===== src/rtl/hazard_fwd_if.sv =====
// ID-side bundle for the forwarding / load-use hazard controller.
// The ID stage presents its decoded operand and destination fields every
// cycle; there is no valid/ready flow control. id_valid qualifies the
// instruction. stall is the back-pressure reply, meaning "this ID instruction
// was not accepted this edge; present it again". id_ex_bubble tells ID/EX to
// load a NOP this edge.
interface hazard_fwd_if #(
    parameter int CNT_W = 16
);
    logic             id_valid;
    logic [4:0]       id_rs;
    logic [4:0]       id_rt;
    logic             id_uses_rs;
    logic             id_uses_rt;
    logic [4:0]       id_dest;
    logic             id_regwrite;
    logic             id_memread;
    logic             ex_flush;
    logic [1:0]       ALU_SrcA_fwd;
    logic [1:0]       ALU_SrcB_fwd;
    logic             stall;
    logic             id_ex_bubble;
    logic [CNT_W-1:0] stall_count;
    // Debug view of the EX/MEM/WB records: {dest, regwrite, memread}
    logic [6:0]       dbg_ex_rec;
    logic [6:0]       dbg_mem_rec;
    logic [6:0]       dbg_wb_rec;

    // Pipeline side: drives the ID fields and consumes the controls
    modport master (
        output id_valid, id_rs, id_rt, id_uses_rs, id_uses_rt,
               id_dest, id_regwrite, id_memread, ex_flush,
        input  ALU_SrcA_fwd, ALU_SrcB_fwd, stall, id_ex_bubble, stall_count,
               dbg_ex_rec, dbg_mem_rec, dbg_wb_rec
    );

    // Hazard unit side
    modport slave (
        input  id_valid, id_rs, id_rt, id_uses_rs, id_uses_rt,
               id_dest, id_regwrite, id_memread, ex_flush,
        output ALU_SrcA_fwd, ALU_SrcB_fwd, stall, id_ex_bubble, stall_count,
               dbg_ex_rec, dbg_mem_rec, dbg_wb_rec
    );
endinterface


===== src/rtl/hazard_fwd_unit.sv =====
// Forwarding and load-use hazard controller for a 5-stage pipeline.
// It tracks destination records for the instructions in EX, MEM and WB and
// registers the operand-forward selects used during the consumer's EX
// cycle. It also raises a one-cycle load-use stall, inserts bubbles on stall
// or flush, and keeps a saturating count of stall cycles.
module hazard_fwd_unit #(
    parameter int CNT_W = 16
) (
    input logic         clk,
    input logic         reset,
    hazard_fwd_if.slave bus
);

    typedef struct packed {
        logic [4:0] dest;
        logic       regwrite;
        logic       memread;
    } rec_t;

    // Forward select encoding as seen by the EX operand muxes
    localparam logic [1:0] SEL_REG = 2'd0;
    localparam logic [1:0] SEL_MEM = 2'd1;
    localparam logic [1:0] SEL_WB  = 2'd2;

    localparam logic [CNT_W-1:0] CNT_MAX = {CNT_W{1'b1}};

    rec_t             ex_rec;
    rec_t             mem_rec;
    rec_t             wb_rec;
    rec_t             id_rec;
    logic             stall_int;
    logic             bubble_int;
    logic [1:0]       sel_a_next;
    logic [1:0]       sel_b_next;
    logic [1:0]       sel_a_q;
    logic [1:0]       sel_b_q;
    logic [CNT_W-1:0] stall_cnt_q;

    // A record matches only if it writes a non-zero register equal to x
    function automatic logic rec_match(input rec_t r, input logic [4:0] x);
        return r.regwrite && (r.dest != 5'd0) && (r.dest == x);
    endfunction

    // Stall, bubble and next forward selects from the pre-edge records
    always_comb begin
        stall_int  = 1'b0;
        bubble_int = 1'b0;
        sel_a_next = SEL_REG;
        sel_b_next = SEL_REG;
        id_rec     = '{dest: bus.id_dest, regwrite: bus.id_regwrite,
                       memread: bus.id_memread};

        // Flush outranks the load-use stall; reset also suppresses it so a
        // stale load record cannot stall during the reset cycle.
        stall_int = !reset && bus.id_valid && !bus.ex_flush && ex_rec.memread &&
                    ((bus.id_uses_rs && rec_match(ex_rec, bus.id_rs)) ||
                     (bus.id_uses_rt && rec_match(ex_rec, bus.id_rt)));

        bubble_int = stall_int || bus.ex_flush || !bus.id_valid;

        // Nearest producer wins: EX beats MEM. WB is not forwarded because
        // the register file is write-first.
        if (bus.id_uses_rs && rec_match(ex_rec, bus.id_rs)) begin
            sel_a_next = SEL_MEM;
        end else if (bus.id_uses_rs && rec_match(mem_rec, bus.id_rs)) begin
            sel_a_next = SEL_WB;
        end

        if (bus.id_uses_rt && rec_match(ex_rec, bus.id_rt)) begin
            sel_b_next = SEL_MEM;
        end else if (bus.id_uses_rt && rec_match(mem_rec, bus.id_rt)) begin
            sel_b_next = SEL_WB;
        end

        // A bubble entering EX never forwards anything
        if (bubble_int) begin
            sel_a_next = SEL_REG;
            sel_b_next = SEL_REG;
        end
    end

    // Record pipeline, registered selects and saturating stall counter
    always_ff @(posedge clk) begin
        if (reset) begin
            ex_rec      <= '0;
            mem_rec     <= '0;
            wb_rec      <= '0;
            sel_a_q     <= SEL_REG;
            sel_b_q     <= SEL_REG;
            stall_cnt_q <= '0;
        end else begin
            // Records always advance; a stalled ID instruction is
            // replaced by a bubble in EX, never frozen in place.
            mem_rec <= ex_rec;
            wb_rec  <= mem_rec;
            ex_rec  <= bubble_int ? rec_t'('0) : id_rec;
            sel_a_q <= sel_a_next;
            sel_b_q <= sel_b_next;
            if (stall_int && (stall_cnt_q != CNT_MAX)) begin
                stall_cnt_q <= stall_cnt_q + 1'b1;
            end
        end
    end

    assign bus.stall        = stall_int;
    assign bus.id_ex_bubble = bubble_int;
    assign bus.ALU_SrcA_fwd = sel_a_q;
    assign bus.ALU_SrcB_fwd = sel_b_q;
    assign bus.stall_count  = stall_cnt_q;
    assign bus.dbg_ex_rec   = ex_rec;
    assign bus.dbg_mem_rec  = mem_rec;
    assign bus.dbg_wb_rec   = wb_rec;

endmodule

===== src/flat_wrapper.sv =====
// flat-port wrapper written by rule: the top's interface ports become plain ports
module hazard_fwd_unit_flat 
#(
    parameter int CNT_W = 16
)
  (clk, reset, bus_id_valid, bus_id_rs, bus_id_rt, bus_id_uses_rs, bus_id_uses_rt, bus_id_dest, bus_id_regwrite, bus_id_memread, bus_ex_flush, bus_ALU_SrcA_fwd, bus_ALU_SrcB_fwd, bus_stall, bus_id_ex_bubble, bus_stall_count, bus_dbg_ex_rec, bus_dbg_mem_rec, bus_dbg_wb_rec);
  hazard_fwd_if #(.CNT_W(CNT_W)) bus_i ();
  input logic clk;
  input logic reset;
  input wire logic [$bits(bus_i.id_valid)-1:0] bus_id_valid;
  input wire logic [$bits(bus_i.id_rs)-1:0] bus_id_rs;
  input wire logic [$bits(bus_i.id_rt)-1:0] bus_id_rt;
  input wire logic [$bits(bus_i.id_uses_rs)-1:0] bus_id_uses_rs;
  input wire logic [$bits(bus_i.id_uses_rt)-1:0] bus_id_uses_rt;
  input wire logic [$bits(bus_i.id_dest)-1:0] bus_id_dest;
  input wire logic [$bits(bus_i.id_regwrite)-1:0] bus_id_regwrite;
  input wire logic [$bits(bus_i.id_memread)-1:0] bus_id_memread;
  input wire logic [$bits(bus_i.ex_flush)-1:0] bus_ex_flush;
  output wire logic [$bits(bus_i.ALU_SrcA_fwd)-1:0] bus_ALU_SrcA_fwd;
  output wire logic [$bits(bus_i.ALU_SrcB_fwd)-1:0] bus_ALU_SrcB_fwd;
  output wire logic [$bits(bus_i.stall)-1:0] bus_stall;
  output wire logic [$bits(bus_i.id_ex_bubble)-1:0] bus_id_ex_bubble;
  output wire logic [$bits(bus_i.stall_count)-1:0] bus_stall_count;
  output wire logic [$bits(bus_i.dbg_ex_rec)-1:0] bus_dbg_ex_rec;
  output wire logic [$bits(bus_i.dbg_mem_rec)-1:0] bus_dbg_mem_rec;
  output wire logic [$bits(bus_i.dbg_wb_rec)-1:0] bus_dbg_wb_rec;
  assign bus_i.id_valid = bus_id_valid;
  assign bus_i.id_rs = bus_id_rs;
  assign bus_i.id_rt = bus_id_rt;
  assign bus_i.id_uses_rs = bus_id_uses_rs;
  assign bus_i.id_uses_rt = bus_id_uses_rt;
  assign bus_i.id_dest = bus_id_dest;
  assign bus_i.id_regwrite = bus_id_regwrite;
  assign bus_i.id_memread = bus_id_memread;
  assign bus_i.ex_flush = bus_ex_flush;
  assign bus_ALU_SrcA_fwd = bus_i.ALU_SrcA_fwd;
  assign bus_ALU_SrcB_fwd = bus_i.ALU_SrcB_fwd;
  assign bus_stall = bus_i.stall;
  assign bus_id_ex_bubble = bus_i.id_ex_bubble;
  assign bus_stall_count = bus_i.stall_count;
  assign bus_dbg_ex_rec = bus_i.dbg_ex_rec;
  assign bus_dbg_mem_rec = bus_i.dbg_mem_rec;
  assign bus_dbg_wb_rec = bus_i.dbg_wb_rec;
  hazard_fwd_unit #(.CNT_W(CNT_W)) u_core (.clk(clk), .reset(reset), .bus(bus_i));
endmodule

===== config.mk =====
export PLATFORM = sky130hd
export DESIGN_NAME = hazard_fwd_unit_flat
export DESIGN_NICKNAME = d
export VERILOG_FILES = /design/src/rtl/hazard_fwd_if.sv /design/src/rtl/hazard_fwd_unit.sv /design/src/flat_wrapper.sv
export SDC_FILE = /design/constraint.sdc
export NUM_CORES = 1
export LEC_CHECK = 0
export BUFFER_PORTS_ARGS = -buffer_cell sky130_fd_sc_hd__buf_2
export CAP_MARGIN = 20
export CORE_MARGIN = 2
export CORE_UTILIZATION = 49
export CTS_CLUSTER_SIZE = 24
export DETAILED_ROUTE_END_ITERATION = 10
export GPL_TIMING_DRIVEN = 1
export PLACE_DENSITY = 0.78
export SETUP_SLACK_MARGIN = 0.2
export SLEW_MARGIN = 20
export SYNTH_ARGS = -nofsm -noshare
export SYNTH_HDL_FRONTEND = slang
export SYNTH_SLANG_ARGS = --single-unit

===== constraint.sdc =====
create_clock -name clk -period 2.3 [get_ports clk]
set_input_delay 0.115 -clock clk [delete_from_list [all_inputs] [get_ports clk]]
set_output_delay 0.115 -clock clk [all_outputs]
set_load 0.005 [all_outputs]

==> results of run 1 <==
-- where the power goes --
part           internal (mW)  switching [mW]
clock                  0.353           0.246
combinational         0.0479          0.0528
sequential             0.716         0.00736
-- registers in the layout, indices dropped and copies added, names as in the netlist --
register / flops
u_core.bus.dbg_wb_rec: 7
u_core.bus.dbg_ex_rec: 7
u_core.bus.ALU_SrcA_fwd: 2
u_core.bus.stall_count: 16
u_core.bus.dbg_mem_rec: 7
u_core.bus.ALU_SrcB_fwd: 2
-- cell type report --
class                           instances  area, um2
Clock inverter                          2       37.5
Sequential cell                        41        825
Inverter                                2       7.51
Fill cell                             320       1280
Clock buffer                            6       82.6
Multi-Input combinational cell        154       1060
Timing Repair Buffer                   71        370
Tap cell                               48       60.1
-- worst reg2reg max path, delay by kind of cell, from the launching register on --
family,cells,cell delay (ps)
compound gates,2,790
simple gates,2,760
flops,1,370
-- path summary, 6_finish.rpt --
kind | startpoint | end | slack (ps) | cells after the start
max | u_core.bus.dbg_ex_rec[5] | bus_id_ex_bubble | 260 | 5
min | bus_id_regwrite | u_core.bus.dbg_ex_rec[1] | 10 | 2
max reg2reg | u_core.bus.dbg_ex_rec[5] | u_core.bus.dbg_ex_rec[0] | 320 | 4
min reg2reg | u_core.bus.dbg_mem_rec[0] | u_core.bus.dbg_wb_rec[0] | 470 | 1
-- synthesized netlist by cell type, drive strengths merged (2+ instances only) --
library cell	number	share of area (%)
and2b	2	0.78
mux2i	2	1.0
clkbuf	4	0.78
nor4	7	2.3
a21oi	9	2.3
o21ai	8	2.1
xor2	8	3.6
o31ai	2	0.78
nor2	10	2.0
nand2b	3	0.98
nor4b	3	1.4
xnor2	12	5.5
nor2b	15	4.9
mux2	3	1.8
nand2	7	1.4
and2	10	3.3
buf	4	1.7
and3	3	0.98
or2	2	0.65
nor3	6	1.6
or4	5	2.1
nand3	10	2.6
dfxtp	41	43
inv	2	0.39
nand4	8	2.6
or3	5	1.6
-- cell families (layout without fill, tap and decap cells) --
group / count (synthesis) / count (layout)
simple gates: 99 / 99
flops: 41 / 41
xor+xnor: 20 / 20
buf+inv: 10 / 81
mux: 5 / 5
compound gates: 29 / 29
fa+ha+maj: 1 / 1
-- repair_timing --
| item | 4_1_cts | 5_1_grt |
|---|---|---|
| cloned | 0 | 0 |
| buffers inserted | 1 | 0 |
| setup endpoints to repair | 2 | 7 |
| pin swaps | 1 | 0 |
| gates resized for setup | 1 | 5 |
-- metal layers --
layer,global-route usage [%],share of wire (%)
met1,31.0,44
met2,32.0,46
met3,6.25,8.2
met4,8.93,1.7
met5,0,0
==> run_summary.xml, run 1 <==
<?xml version="1.0" encoding="UTF-8"?>
<metrics>
  <group name="finish">
    <metric name="finish.net_count" unit="">299</metric>
    <metric name="final_area" unit="mm2">0.00244</metric>
    <metric name="finish.utilization" unit="%">65.6</metric>
    <metric name="layout.cells.most_common" unit="">sky130_fd_sc_hd__buf_2</metric>
    <metric name="area_growth" unit="%">27.0</metric>
    <metric name="top_library_cells_by_usage_in_the_layout_fill_and_taps_aside" unit="">sky130_fd_sc_hd__buf_2 (65), sky130_fd_sc_hd__dfxtp_1 (38), sky130_fd_sc_hd__nor2b_1 (15), sky130_fd_sc_hd__xnor2_1 (12)</metric>
    <metric name="antenna_cells_inserted" unit="">0</metric>
    <metric name="layout-drive-gt1-share" unit="%">34.4</metric>
    <metric name="post_layout_nonfiller_instances" unit="">324</metric>
  </group>
  <group name="placement">
    <metric name="pre_cts_ws" unit="ps">217</metric>
    <metric name="gpl.final_weighted_congestion" unit="">0.856</metric>
    <metric name="port-buffer-count" unit="">65</metric>
    <metric name="placedCellCount" unit="">315</metric>
    <metric name="placed_area" unit="mm2">0.00230</metric>
    <metric name="detailedPlacementHpwl" unit="mm">3.41</metric>
  </group>
  <group name="timing">
    <metric name="finClkSkew" unit="ps">2.83</metric>
    <metric name="timing.final.crit_share" unit="%">88.5</metric>
    <metric name="report.final.setup_viol" unit="">0</metric>
    <metric name="fmax" unit="MHz">491</metric>
    <metric name="timing.final.max_slew_violations" unit="">0</metric>
    <metric name="setup_ws" unit="ps">264</metric>
    <metric name="rsz0062_at_grt" unit="">no</metric>
    <metric name="final.min_clock_period" unit="ps">2040</metric>
    <metric name="tightest_slew" unit="ps">696</metric>
    <metric name="max-slew-margin-rel" unit="%">53.6</metric>
    <metric name="hold_viol_final" unit="">0</metric>
    <metric name="final.setup.tns" unit="ps">0</metric>
    <metric name="final.hold.worst_slack" unit="ps">10.8</metric>
  </group>
  <group name="logic_synthesis">
    <metric name="yosys-mux-area-fraction" unit="%">2.80</metric>
    <metric name="ys.flop_type" unit="">sky130_fd_sc_hd__dfxtp_1</metric>
    <metric name="post_synth_fa_ha_maj_area_fraction" unit="%">0.651</metric>
    <metric name="seq_area_frac_synth" unit="%">42.7</metric>
    <metric name="synth_seq_cells" unit="">41</metric>
    <metric name="synth_simple_gate_area_share" unit="%">30.9</metric>
    <metric name="async_flop_share" unit="%">0</metric>
    <metric name="postSynthAreaPerCell" unit="um2">9.37</metric>
    <metric name="synthDistinctLibCells" unit="">42</metric>
    <metric name="netlist_instances" unit="">205</metric>
    <metric name="dominant_combinational_cell_family_by_area_after_synthesis" unit="">simple AND/OR/NAND/NOR gates</metric>
    <metric name="syn_area" unit="mm2">0.00192</metric>
    <metric name="synth-warning-count" unit="">0</metric>
    <metric name="synth.net_count" unit="">229</metric>
    <metric name="number_of_enable_flip_flop_cells_after_synthesis" unit="">0</metric>
    <metric name="synth-compound-area-share" unit="%">10.9</metric>
    <metric name="post_synthesis_share_of_cell_area_spent_on_xor_and_xnor_gates" unit="%">9.12</metric>
  </group>
  <group name="global_route">
    <metric name="grt_max_degree" unit="">37</metric>
    <metric name="grt_pass1_wl" unit="mm">7.34</metric>
    <metric name="groute.usage.overall" unit="%">22.2</metric>
    <metric name="grt-ovfl-total" unit="">0</metric>
    <metric name="via_count_of_the_first_global_routing_pass" unit="">1507</metric>
    <metric name="antenna_found_initial" unit="">0</metric>
  </group>
  <group name="floorplan">
    <metric name="die_x" unit="um">66.6</metric>
    <metric name="core.rowCount" unit="">22</metric>
    <metric name="initial_cell_density_of_the_core" unit="%">51.7</metric>
    <metric name="floorplan.die_area" unit="mm2">0.00444</metric>
    <metric name="floorplan.core_area" unit="mm2">0.00372</metric>
    <metric name="num_io_pins" unit="">66</metric>
    <metric name="dieHeight" unit="um">66.6</metric>
  </group>
  <group name="cts">
    <metric name="cts_inserted_buffers" unit="">5</metric>
    <metric name="clockBufferDepth" unit="">2</metric>
    <metric name="htreeDepth" unit="">2</metric>
    <metric name="tritoncts" unit="">built</metric>
    <metric name="clkSlewWorstSetupHoldPaths" unit="ps">80</metric>
    <metric name="clockRootBuffer" unit="">sky130_fd_sc_hd__clkbuf_8</metric>
    <metric name="clock_sinks" unit="">41</metric>
    <metric name="clk_latency" unit="ps">300</metric>
    <metric name="ctsHoldBuffers" unit="">0</metric>
  </group>
  <group name="outcome">
    <metric name="outcome" unit="">finished, final reports clean</metric>
  </group>
  <group name="setup_path">
    <metric name="crit_family" unit="">simple AND/OR/NAND/NOR gates</metric>
    <metric name="timing.critical_path.fanout_max" unit="">5</metric>
    <metric name="crit_chain" unit="">or4_4 -&gt; o211ai_4 -&gt; nor2_1 -&gt; or2_2 -&gt; buf_2</metric>
    <metric name="critical_path.slowest_cell" unit="">sky130_fd_sc_hd__or4_4</metric>
    <metric name="worst-endpoint-arrival" unit="ps">1920</metric>
    <metric name="crit_path_max_incr_delay" unit="ps">570</metric>
    <metric name="worst-endpoint-required" unit="ps">2180</metric>
    <metric name="worstSetupStartpointType" unit="">flip-flop</metric>
    <metric name="worstSetupPathType" unit="">reg -&gt; out</metric>
    <metric name="cp_num_buf_inv" unit="">1</metric>
    <metric name="critPathCaptureType" unit="">primary output</metric>
  </group>
  <group name="drt">
    <metric name="detail_route.drc_violations" unit="">0</metric>
    <metric name="dr_total_vias" unit="">1744</metric>
    <metric name="post_drt_via_cell_ratio" unit="">5.38</metric>
    <metric name="drt-wirelength-per-cell" unit="um">14.2</metric>
    <metric name="total_iterations_of_the_first_detailed_routing_run" unit="">4</metric>
    <metric name="detail-route-antenna-nets" unit="">0</metric>
    <metric name="drt_wl_total" unit="mm">4.60</metric>
    <metric name="drt_first_iter_violations" unit="">115</metric>
  </group>
  <group name="power_and_ir_drop">
    <metric name="fin_total_pwr" unit="mW">1.42</metric>
    <metric name="vdd.ir_drop.worst" unit="V">0.000370</metric>
    <metric name="power_per_cell_area" unit="mW/mm2">583</metric>
    <metric name="power.leakage" unit="nW">1.05</metric>
  </group>
  <group name="min_path">
    <metric name="hold_removal_path_class" unit="">in -&gt; reg</metric>
  </group>
  <group name="run">
    <metric name="max_cap_violations" unit="">0</metric>
  </group>
</metrics>
No activity file was read; power rests on OpenSTA's default activity.
==> inputs of run 2 (changes only) <==
ABC_AREA = 1   (was unset)
CORE_UTILIZATION = 51   (was 49)
PLACE_DENSITY = 0.79   (was 0.78)
==> run_summary.xml, run 2 <==
<?xml version="1.0" encoding="UTF-8"?>
<metrics>
  <group name="drt">
    <metric name="drt-wirelength-per-cell" unit="um">12.3</metric>
    <metric name="dr_total_vias" unit="">2279</metric>
    <metric name="detail_route.drc_violations" unit="">0</metric>
    <metric name="post_drt_via_cell_ratio" unit="">5.08</metric>
    <metric name="detail-route-antenna-nets" unit="">0</metric>
    <metric name="drt_first_iter_violations" unit="">223</metric>
    <metric name="drt_wl_total" unit="mm">5.53</metric>
    <metric name="total_iterations_of_the_first_detailed_routing_run" unit="">4</metric>
  </group>
  <group name="logic_synthesis">
    <metric name="number_of_enable_flip_flop_cells_after_synthesis" unit="">0</metric>
    <metric name="ys.flop_type" unit="">sky130_fd_sc_hd__dfxtp_1</metric>
    <metric name="cell_taking_the_most_area_after_synthesis" unit="">sky130_fd_sc_hd__dfxtp_1</metric>
    <metric name="synthTopCellsByCount" unit="">sky130_fd_sc_hd__nand2_1 (73), sky130_fd_sc_hd__nor2_1 (66), sky130_fd_sc_hd__inv_1 (58)</metric>
    <metric name="postSynthAreaPerCell" unit="um2">6.58</metric>
    <metric name="synth.net_count" unit="">356</metric>
    <metric name="syn_area" unit="mm2">0.00219</metric>
    <metric name="synth-warning-count" unit="">0</metric>
    <metric name="synth_seq_cells" unit="">41</metric>
    <metric name="netlist_instances" unit="">332</metric>
    <metric name="yosys.cell_count.top_type" unit="">sky130_fd_sc_hd__nand2_1</metric>
    <metric name="seq_area_frac_synth" unit="%">37.6</metric>
    <metric name="synthDistinctLibCells" unit="">31</metric>
    <metric name="async_flop_share" unit="%">0</metric>
    <metric name="synth.top_cell.area_share" unit="%">37.6</metric>
    <metric name="netlist_top_cells_area" unit="">sky130_fd_sc_hd__dfxtp_1 (38%), sky130_fd_sc_hd__nand2_1 (13%), sky130_fd_sc_hd__nor2_1 (11%)</metric>
  </group>
  <group name="cts">
    <metric name="post_cts.repair.setup_buffers" unit="">0</metric>
    <metric name="clock_sinks" unit="">41</metric>
    <metric name="clockRootBuffer" unit="">sky130_fd_sc_hd__clkbuf_8</metric>
    <metric name="tritoncts" unit="">built</metric>
    <metric name="clockBufferDepth" unit="">2</metric>
    <metric name="clkSlewWorstSetupHoldPaths" unit="ps">80</metric>
    <metric name="htreeDepth" unit="">2</metric>
    <metric name="ctsHoldBuffers" unit="">0</metric>
    <metric name="cts_inserted_buffers" unit="">5</metric>
    <metric name="clk_latency" unit="ps">300</metric>
    <metric name="post_cts_resize_count" unit="">0</metric>
  </group>
  <group name="placement">
    <metric name="detailedPlacementHpwl" unit="mm">3.94</metric>
    <metric name="placed_area" unit="mm2">0.00252</metric>
    <metric name="port-buffer-count" unit="">65</metric>
    <metric name="gpl.final_weighted_congestion" unit="">0.889</metric>
  </group>
  <group name="timing">
    <metric name="timing.final.crit_share" unit="%">85.6</metric>
    <metric name="rsz0062_at_grt" unit="">no</metric>
    <metric name="final.min_clock_period" unit="ps">1970</metric>
    <metric name="report.final.setup_viol" unit="">0</metric>
    <metric name="final.hold.worst_slack" unit="ps">18.0</metric>
    <metric name="final.setup.tns" unit="ps">0</metric>
    <metric name="timing.final.max_slew_violations" unit="">0</metric>
    <metric name="max-slew-margin-rel" unit="%">67.0</metric>
    <metric name="hold_viol_final" unit="">0</metric>
    <metric name="tightest_slew" unit="ps">491</metric>
    <metric name="finClkSkew" unit="ps">7.11</metric>
    <metric name="fmax" unit="MHz">508</metric>
  </group>
  <group name="run">
    <metric name="max_cap_violations" unit="">0</metric>
  </group>
  <group name="finish">
    <metric name="largest_register_ffs" unit="">16</metric>
    <metric name="area_growth" unit="%">21.7</metric>
    <metric name="layout-drive-gt1-share" unit="%">24.1</metric>
    <metric name="layout.cells.most_common" unit="">sky130_fd_sc_hd__nand2_1</metric>
    <metric name="layout.filler_cells" unit="">363</metric>
    <metric name="antenna_cells_inserted" unit="">0</metric>
    <metric name="sequential_cell_area" unit="um2">821</metric>
    <metric name="multi_input_comb_area" unit="mm2">0.00109</metric>
    <metric name="finish.utilization" unit="%">65.6</metric>
    <metric name="finish.net_count" unit="">422</metric>
    <metric name="top_library_cells_by_usage_in_the_layout_fill_and_taps_aside" unit="">sky130_fd_sc_hd__nand2_1 (73), sky130_fd_sc_hd__nor2_1 (66), sky130_fd_sc_hd__buf_2 (65), sky130_fd_sc_hd__inv_1 (58), sky130_fd_sc_hd__dfxtp_1 (41)</metric>
    <metric name="final_area" unit="mm2">0.00266</metric>
  </group>
  <group name="setup_path">
    <metric name="timing.critical_path.fanout_max" unit="">14</metric>
    <metric name="worstSetupStartpointType" unit="">flip-flop</metric>
    <metric name="worstSetupPathType" unit="">reg -&gt; out</metric>
    <metric name="worst-endpoint-arrival" unit="ps">1850</metric>
    <metric name="critPathCaptureType" unit="">primary output</metric>
    <metric name="worst-endpoint-required" unit="ps">2180</metric>
  </group>
  <group name="power_and_ir_drop">
    <metric name="vdd.ir_drop.worst" unit="V">0.000446</metric>
    <metric name="power.switching_fraction" unit="%">23.5</metric>
    <metric name="p_switching" unit="mW">0.330</metric>
    <metric name="power.leakage" unit="nW">1.35</metric>
    <metric name="clkPwrFrac" unit="%">42.1</metric>
    <metric name="combinationalPowerShare" unit="%">6.6</metric>
    <metric name="power_per_cell_area" unit="mW/mm2">529</metric>
    <metric name="power.share.sequential" unit="%">51.3</metric>
    <metric name="cellInternalPower" unit="mW">1.08</metric>
  </group>
  <group name="global_route">
    <metric name="via_count_of_the_first_global_routing_pass" unit="">2072</metric>
    <metric name="grt_pass1_wl" unit="mm">9.09</metric>
    <metric name="grt-ovfl-total" unit="">0</metric>
    <metric name="groute.usage.overall" unit="%">22.7</metric>
    <metric name="grt_max_degree" unit="">29</metric>
    <metric name="antenna_found_initial" unit="">0</metric>
  </group>
  <group name="min_path">
    <metric name="hold_removal_path_class" unit="">in -&gt; reg</metric>
  </group>
  <group name="floorplan">
    <metric name="floorplan.core_area" unit="mm2">0.00406</metric>
    <metric name="die_x" unit="um">69.5</metric>
    <metric name="initial_cell_density_of_the_core" unit="%">53.9</metric>
    <metric name="core.rowCount" unit="">23</metric>
    <metric name="dieHeight" unit="um">69.5</metric>
    <metric name="num_io_pins" unit="">66</metric>
    <metric name="floorplan.die_area" unit="mm2">0.00483</metric>
  </group>
  <group name="outcome">
    <metric name="outcome" unit="">finished, final reports clean</metric>
  </group>
</metrics>
-- run 2: cell type report --
cell class	instances	area share, %
multi-input combinational	219	40.9
timing repair buffer	66	12.5
inverter	65	9.17
clock inverter	3	1.65
clock buffer	5	2.59
sequential	41	30.9
tap	50	2.35
-- run 2: final timing paths --
kind                                           startpoint                    endpoint  depth (start not counted)  slack, ps
worst min register to register  u_core.bus.dbg_mem_rec[0]    u_core.bus.dbg_wb_rec[0]                          2        430
worst min-delay path                       bus_id_dest[3]    u_core.bus.dbg_ex_rec[5]                          3         20
worst max-delay path             u_core.bus.dbg_ex_rec[5]            bus_id_ex_bubble                          8        330
worst max register to register   u_core.bus.dbg_ex_rec[5]  u_core.bus.ALU_SrcB_fwd[1]                          8        400
-- run 2: per-stage QoR --
stage	worst slack (ps)	instances	power, mW
5_1_grt	241	449	1.46
2_1_floorplan	800	332	0.785
6_report	331	449	1.41
3_5_place_dp	482	440	0.827
4_1_cts	249	448	1.41
3_3_place_gp	553	440	0.826
-- run 2: metal layers --
metal / vias to the layer above / wire [um] / part of all wire, % / global-route usage, %
met5: - / 0 / 0 / 0
met4: 0 / 136 / 2.5 / 7.84
met3: 19 / 452 / 8.2 / 5.09
met2: 100 / 2500 / 45 / 36.3
met1: 1000 / 2450 / 44 / 30.2
li1: 1160 / - / - / -
-- run 2: cell families after synthesis --
family                     share of synthesized area [%]
AOI/OAI and AO/OA                                   4.18
and+or+nand+nor                                     40.9
xor gates and xnor gates                            2.80
buffers and inverters                               14.0
adders and majority gates                          0.572
DFF                                                 37.6
-- run 2: power groups by stage --
stage | registers, mW | logic [mW] | clock network, mW
6_report | 0.722 | 0.0925 | 0.594
5_1_grt | 0.723 | 0.103 | 0.633
4_1_cts | 0.722 | 0.0901 | 0.599
3_5_place_dp | 0.739 | 0.0886 | 0
3_3_place_gp | 0.738 | 0.0873 | 0
2_1_floorplan | 0.738 | 0.0466 | 0
-- run 2: critical path, stage by stage (launching register included) --
cell	delay, ps
sky130_fd_sc_hd__dfxtp_1	380
sky130_fd_sc_hd__a21boi_0	290
sky130_fd_sc_hd__nand2_1	100
sky130_fd_sc_hd__nor2_1	190
sky130_fd_sc_hd__nand3_4	160
sky130_fd_sc_hd__nand2_8	170
sky130_fd_sc_hd__nand2_2	70
sky130_fd_sc_hd__nand3_1	70
sky130_fd_sc_hd__buf_2	120
